==> src/rtl/run_seq_pkg.sv <==
// Shared types and defaults for the load/run/unload sequencer.
package run_seq_pkg;

    // Sequencer phases.
    typedef enum logic [2:0] {
        IDLE   = 3'd0,
        LOAD   = 3'd1,
        START  = 3'd2,
        RUN    = 3'd3,
        UNLOAD = 3'd4
    } state_t;

    // Byte counts run 0..256, so they need nine bits.
    typedef logic [8:0] len_t;

    localparam int          DEF_START_CYCLES = 2;
    localparam logic [15:0] DEF_TIMEOUT      = 16'hFFFF;
    localparam len_t        MAX_LEN          = 9'd256;

    // Lengths beyond the 256-byte data memory cover the whole memory once.
    function automatic len_t clamp_len(input len_t len);
        return (len > MAX_LEN) ? MAX_LEN : len;
    endfunction

endpackage

==> src/rtl/run_cycle_counter.sv <==
// Saturating 16-bit counter that measures how long the processor runs.
module run_cycle_counter (
    input  logic        clk,
    input  logic        reset_n,
    input  logic        clear_i,
    input  logic        en_i,
    output logic [15:0] count_o
);

    logic [15:0] count_q;

    // Clear has priority; counting stops at all-ones instead of wrapping.
    always_ff @(posedge clk or negedge reset_n) begin
        if (!reset_n) begin
            count_q <= 16'd0;
        end else if (clear_i) begin
            count_q <= 16'd0;
        end else if (en_i && (count_q != 16'hFFFF)) begin
            count_q <= count_q + 16'd1;
        end
    end

    assign count_o = count_q;

endmodule

==> src/rtl/run_sequencer.sv <==
// Preloads a data memory, starts a processor, waits for it to halt (or
// times out), then streams a window of the data memory back out.
//
// Handshakes: a byte moves on in_* or out_* only on a rising edge where
// valid and ready are both high; out_valid, once raised, stays high with
// out_data stable until that edge, and valid never depends on ready.
module run_sequencer
    import run_seq_pkg::*;
#(
    parameter int          START_CYCLES = DEF_START_CYCLES,
    parameter logic [15:0] TIMEOUT      = DEF_TIMEOUT
) (
    input  logic        clk,
    input  logic        reset_n,
    input  logic        go,
    input  logic [8:0]  load_len,
    input  logic [7:0]  unload_base,
    input  logic [8:0]  unload_len,
    input  logic        in_valid,
    input  logic [7:0]  in_data,
    output logic        in_ready,
    output logic [7:0]  mem_addr,
    output logic [7:0]  mem_wdata,
    output logic        mem_we,
    output logic        mem_re,
    input  logic [7:0]  mem_rdata,
    output logic        cpu_start,
    input  logic        cpu_done,
    output logic        out_valid,
    output logic [7:0]  out_data,
    input  logic        out_ready,
    output logic        busy,
    output logic        timeout,
    output logic [15:0] cycle_count,
    output logic [2:0]  dbg_state
);

    state_t      state_q;
    len_t        load_len_q;
    len_t        unload_len_q;
    logic [7:0]  unload_base_q;
    len_t        load_idx_q;
    len_t        unload_idx_q;
    logic [15:0] start_cnt_q;
    logic        cpu_start_q;
    logic        out_valid_q;
    logic [7:0]  out_data_q;
    logic        timeout_q;

    logic        go_accept_d;
    logic        load_xfer_d;
    logic        unload_issue_d;
    logic        timeout_hit_d;
    logic [7:0]  unload_addr_d;
    logic [7:0]  mem_addr_d;
    logic [15:0] run_count;

    run_cycle_counter u_counter (
        .clk     (clk),
        .reset_n (reset_n),
        .clear_i (go_accept_d),
        .en_i    (state_q == RUN),
        .count_o (run_count)
    );

    // Memory-port decode: writes track the input handshake in the same
    // cycle; a read is issued only when the output register is empty.
    always_comb begin
        go_accept_d    = (state_q == IDLE) && go;
        load_xfer_d    = (state_q == LOAD) && in_valid;
        unload_issue_d = (state_q == UNLOAD) && !out_valid_q &&
                         (unload_idx_q < unload_len_q);
        timeout_hit_d  = (state_q == RUN) && !cpu_done &&
                         (run_count == TIMEOUT - 16'd1);
        unload_addr_d  = unload_base_q + unload_idx_q[7:0];
        mem_addr_d     = 8'd0;
        if (load_xfer_d) begin
            mem_addr_d = load_idx_q[7:0];
        end else if (unload_issue_d) begin
            mem_addr_d = unload_addr_d;
        end
    end

    // Sequencer FSM with its registered outputs.
    always_ff @(posedge clk or negedge reset_n) begin
        if (!reset_n) begin
            state_q       <= IDLE;
            load_len_q    <= 9'd0;
            unload_len_q  <= 9'd0;
            unload_base_q <= 8'd0;
            load_idx_q    <= 9'd0;
            unload_idx_q  <= 9'd0;
            start_cnt_q   <= 16'd0;
            cpu_start_q   <= 1'b0;
            out_valid_q   <= 1'b0;
            out_data_q    <= 8'd0;
            timeout_q     <= 1'b0;
        end else begin
            case (state_q)
                IDLE: begin
                    if (go) begin
                        load_len_q    <= clamp_len(load_len);
                        unload_len_q  <= clamp_len(unload_len);
                        unload_base_q <= unload_base;
                        load_idx_q    <= 9'd0;
                        unload_idx_q  <= 9'd0;
                        start_cnt_q   <= 16'd0;
                        timeout_q     <= 1'b0;
                        if (clamp_len(load_len) == 9'd0) begin
                            state_q     <= START;
                            cpu_start_q <= 1'b1;
                        end else begin
                            state_q <= LOAD;
                        end
                    end
                end
                LOAD: begin
                    if (in_valid) begin
                        load_idx_q <= load_idx_q + 9'd1;
                        if (load_idx_q == load_len_q - 9'd1) begin
                            state_q     <= START;
                            cpu_start_q <= 1'b1;
                            start_cnt_q <= 16'd0;
                        end
                    end
                end
                START: begin
                    if (start_cnt_q == 16'(START_CYCLES - 1)) begin
                        cpu_start_q <= 1'b0;
                        state_q     <= RUN;
                    end else begin
                        start_cnt_q <= start_cnt_q + 16'd1;
                    end
                end
                RUN: begin
                    if (cpu_done) begin
                        state_q <= UNLOAD;
                    end else if (timeout_hit_d) begin
                        timeout_q <= 1'b1;
                        state_q   <= UNLOAD;
                    end
                end
                UNLOAD: begin
                    if (unload_len_q == 9'd0) begin
                        state_q <= IDLE;
                    end else if (unload_issue_d) begin
                        out_data_q  <= mem_rdata;
                        out_valid_q <= 1'b1;
                    end else if (out_valid_q && out_ready) begin
                        out_valid_q  <= 1'b0;
                        unload_idx_q <= unload_idx_q + 9'd1;
                        if (unload_idx_q == unload_len_q - 9'd1) begin
                            state_q <= IDLE;
                        end
                    end
                end
                default: state_q <= IDLE;
            endcase
        end
    end

    assign in_ready    = (state_q == LOAD);
    assign mem_we      = load_xfer_d;
    assign mem_re      = unload_issue_d;
    assign mem_addr    = mem_addr_d;
    assign mem_wdata   = load_xfer_d ? in_data : 8'd0;
    assign cpu_start   = cpu_start_q;
    assign out_valid   = out_valid_q;
    assign out_data    = out_data_q;
    assign busy        = (state_q != IDLE);
    assign timeout     = timeout_q;
    assign cycle_count = run_count;
    assign dbg_state   = state_q;

endmodule

==> config.mk <==
export PLATFORM = sky130hd
export DESIGN_NAME = run_sequencer
export DESIGN_NICKNAME = d
export VERILOG_FILES = /design/src/rtl/run_seq_pkg.sv /design/src/rtl/run_cycle_counter.sv /design/src/rtl/run_sequencer.sv
export SDC_FILE = /design/constraint.sdc
export NUM_CORES = 1
export LEC_CHECK = 0
export CAP_MARGIN = 20
export CORE_ASPECT_RATIO = 0.9
export CORE_MARGIN = 3
export CORE_UTILIZATION = 65
export CTS_CLUSTER_DIAMETER = 40
export DETAILED_ROUTE_END_ITERATION = 10
export DONT_BUFFER_PORTS = 1
export PLACE_DENSITY = 0.92
export RECOVER_POWER = 100
export SLEW_MARGIN = 20
export SYNTH_ARGS = -nofsm -noshare
export SYNTH_HDL_FRONTEND = slang
export SYNTH_HIERARCHICAL = 1
export SYNTH_SLANG_ARGS = --single-unit
export TNS_END_PERCENT = 50
==> constraint.sdc <==
create_clock -name clk -period 5.1 [get_ports clk]
set_input_delay 0.765 -clock clk [delete_from_list [all_inputs] [get_ports clk]]
set_output_delay 0.765 -clock clk [all_outputs]
set_load 0.1 [all_outputs]
==> flow_summary.json <==
{
  "crit_fanout": 13,
  "async_flop_share_pct": 100,
  "maxCapViolCount": 2,
  "drtIter0Drc": 401,
  "nets": 701,
  "synth_cells": 622,
  "synth-edff-count": 0,
  "die_w_um": 104,
  "violations": "capacitance limit, slew limit",
  "drive_above_1_share_pct": 9.62,
  "grt_overflow": 0,
  "rsz0062_at_grt": "no",
  "drv_slew": 22,
  "peakVddDrop_v": 0.000253,
  "hpwl_um": 9840,
  "io_pins": 98,
  "clkTransAtPathRegs_ns": 0.09,
  "fmax_mhz": 238,
  "cts_root_buffer": "clkbuf_8",
  "drc": 0,
  "cp_slowest_cell": "a21oi_4",
  "gp_congestion": 0.897,
  "tightest_slew_ns": 1.69,
  "antenna_found_initial": 0,
  "cpPeakStageDelay_ns": 0.76,
  "r2r_setup_slack_ns": 1.03,
  "port_buffers": 0,
  "fin_crit_sh_pct": 82.4,
  "startpoint_type": "flop",
  "grt_first_pass_wirelength_um": 22800,
  "core_area_um2": 8180,
  "startpoint": "dbg_state[0]$_DFFE_PN0P_",
  "worstReg2RegStart": "dbg_state[0]$_DFFE_PN0P_",
  "yosysSeqAreaShare_pct": 40.3,
  "vias_per_cell": 6.54,
  "status": "complete, but fails checks",
  "ys.flop_type": "dfrtp_1",
  "cp-end-kind": "primary output",
  "finClkSkew_ns": 0.00401,
  "grt_max_degree": 91,
  "crit_path_cell_trace": "clkbuf_1 > nor3b_1 > nand2_1 > a21oi_4 > a22o_1 > buf_12",
  "synth_nets": 694,
  "cts_setup_buffers": 0,
  "cts_max_path_buffers": 2,
  "std_cell_rows": 31,
  "die_h_um": 94.0,
  "syn_area_um2": 5590,
  "wl_per_cell_um": 18.5,
  "synth_seq_cells": 90,
  "first_pass_iters": 5,
  "synthDistinctLibCells": 71,
  "cts_made_buffers": 9,
  "setup.worst_path.class": "flop to primary output",
  "htree_levels": 3,
  "post_cts_resized": 0,
  "track_usage_pct": 28.9,
  "vias": 4897,
  "clk_latency_ns": 0.36,
  "yosysWarnings": 6,
  "cts_num_sinks": 90,
  "hold_class": "primary input to async pin",
  "setup_viol": 0,
  "leakagePower_nw": 2.78,
  "grt_pass1_vias": 4676,
  "slew_headroom_pct": -12.7,
  "antenna_cells": 0,
  "post-route-min-period_ns": 4.20,
  "syn_to_final_growth_pct": 8.51,
  "fin_util_pct": 74.1,
  "routed_wl_um": 13900,
  "start_util_pct": 68.3,
  "finalHoldViolCount": 0,
  "cts_hold_buf": 0,
  "fin_setup_tns_ns": 0,
  "ant_nets": 0,
  "arrival_ns": 3.44,
  "worstPathRequired_ns": 4.34,
  "power.density_nw_per_um2": 339,
  "cts_tree": "yes",
  "avgSynthCellArea_um2": 8.98,
  "dieArea_um2": 9740
}
==> flip-flops by register name, summed over array words and instances (netlist names), 3 cells and up <==
register and cells:
unload_len_q 9, u_counter/count_o 16, out_data 8, start_cnt_q 16, unload_base_q 8, unload_idx_q 9, dbg_state 3, load_idx_q 9
load_len_q 9
==> through the flow <==
stage | cells | power, mW | worst slack [ns] | instance area [um2] | hold WS (ns)
after global routing | 749 | 2.14 | 0.700 | 6060 | 0.0681
after floorplan | 622 | 1.47 | 0.0398 | 5590 | 0.452
final | 749 | 2.05 | 0.900 | 6060 | 0.0925
after detailed placement | 733 | 1.61 | 1.73 | 5900 | 0.472
after CTS | 749 | 2.06 | 1.33 | 6080 | 0.0863
after global placement | 733 | 1.60 | 1.76 | 5900 | 0.471
==> kinds of logic after synthesis <==
family	after synthesis	synth area share (%)
simple gates	258	25.0
compound gates	138	15.8
fa+ha+maj	25	5.69
xor+xnor	41	6.43
flops	90	40.3
mux	14	2.82
buf+inv	56	3.96
==> cell usage after synthesis, types with 4 or more instances <==
master / n / area, um2
buf_1: 4 / 15.0
mux2_1: 4 / 45.0
xnor2_1: 17 / 149
nor3_1: 8 / 40.0
nand2_1: 78 / 293
a21oi_1: 29 / 145
or3_1: 5 / 31.3
o21ai_0: 41 / 205
mux2_2: 10 / 113
nor2_1: 46 / 173
nand3_1: 18 / 90.1
xor2_1: 24 / 210
nand4_1: 15 / 93.8
inv_1: 29 / 109
nor4_1: 10 / 62.6
clkbuf_1: 19 / 71.3
dfrtp_1: 90 / 2250
and3_1: 18 / 113
ha_1: 23 / 288
and4_1: 4 / 35.0
o21ai_1: 11 / 55.1
nand3b_1: 21 / 158
nor3b_1: 4 / 30.0
o41ai_1: 4 / 35.0
nor2b_1: 6 / 37.5
or4_1: 7 / 52.6
o31ai_1: 9 / 67.6
a22o_1: 10 / 87.6
a31oi_1: 4 / 25.0
==> layout by cell type, fill, tap and decap left out, drive strengths merged, types with 3 or more instances in the layout <==
cell / n
nor3b: 4
a21o: 3
and4: 6
buf: 20
nor4: 12
o21bai: 3
a22o: 10
o31ai: 10
or4: 9
xor2: 24
a21oi: 29
clkinvlp: 3
nand2: 78
nor2: 46
and3: 18
nand3: 18
dfrtp: 90
clkbuf: 14
mux2: 14
nor3: 9
nand3b: 21
nand4: 16
o21ai: 52
o41ai: 4
xnor2: 17
a31oi: 4
ha: 23
inv: 29
nor2b: 6
or3: 6
o211ai: 3
a211oi: 4
==> power breakdown <==
part / switching [mW] / internal, mW
Clock: 0.260 / 0.192
Combinational: 0.292 / 0.195
Sequential: 0.348 / 0.765
Total: 0.900 / 1.15
==> worst max-delay path, delay by kind of cell, from the launching register on <==
family,cells,cell delay (ns)
AO/OA/AOI/OAI,2,1.08
buffers and inverters,2,0.86
AND/OR/NAND/NOR,2,0.75
flip-flops,1,0.36
==> cell type report <==
class | count | area [um2]
Multi-Input combinational cell | 476 | 3110
Clock inverter | 5 | 40.0
Clock buffer | 11 | 141
Sequential cell | 90 | 2250
Timing Repair Buffer | 23 | 262
Fill cell | 564 | 2120
Tap cell | 115 | 144
Inverter | 29 | 109
==> worst paths after layout <==
check | endpoint | cells after the start
max | mem_addr[1] | 6
min | start_cnt_q[13]$_DFFE_PN0P_ | 0
max reg2reg | unload_idx_q[8]$_DFFE_PN0P_ | 8
min reg2reg | unload_base_q[0]$_DFFE_PN0P_ | 2
max in group asynchronous | unload_base_q[1]$_DFFE_PN0P_ | 0
min in group clk | unload_base_q[0]$_DFFE_PN0P_ | 2
==> layer usage <==
layer / global-route usage [%] / up-vias / share of wire, %
met5: 0 / - / 0
met4: 8.42 / 0 / 2.1
met3: 6.19 / 26 / 6.5
met2: 49.0 / 206 / 49
met1: 37.8 / 2399 / 42
li1: - / 2266 / -
Power figures use the tool's default switching activity.
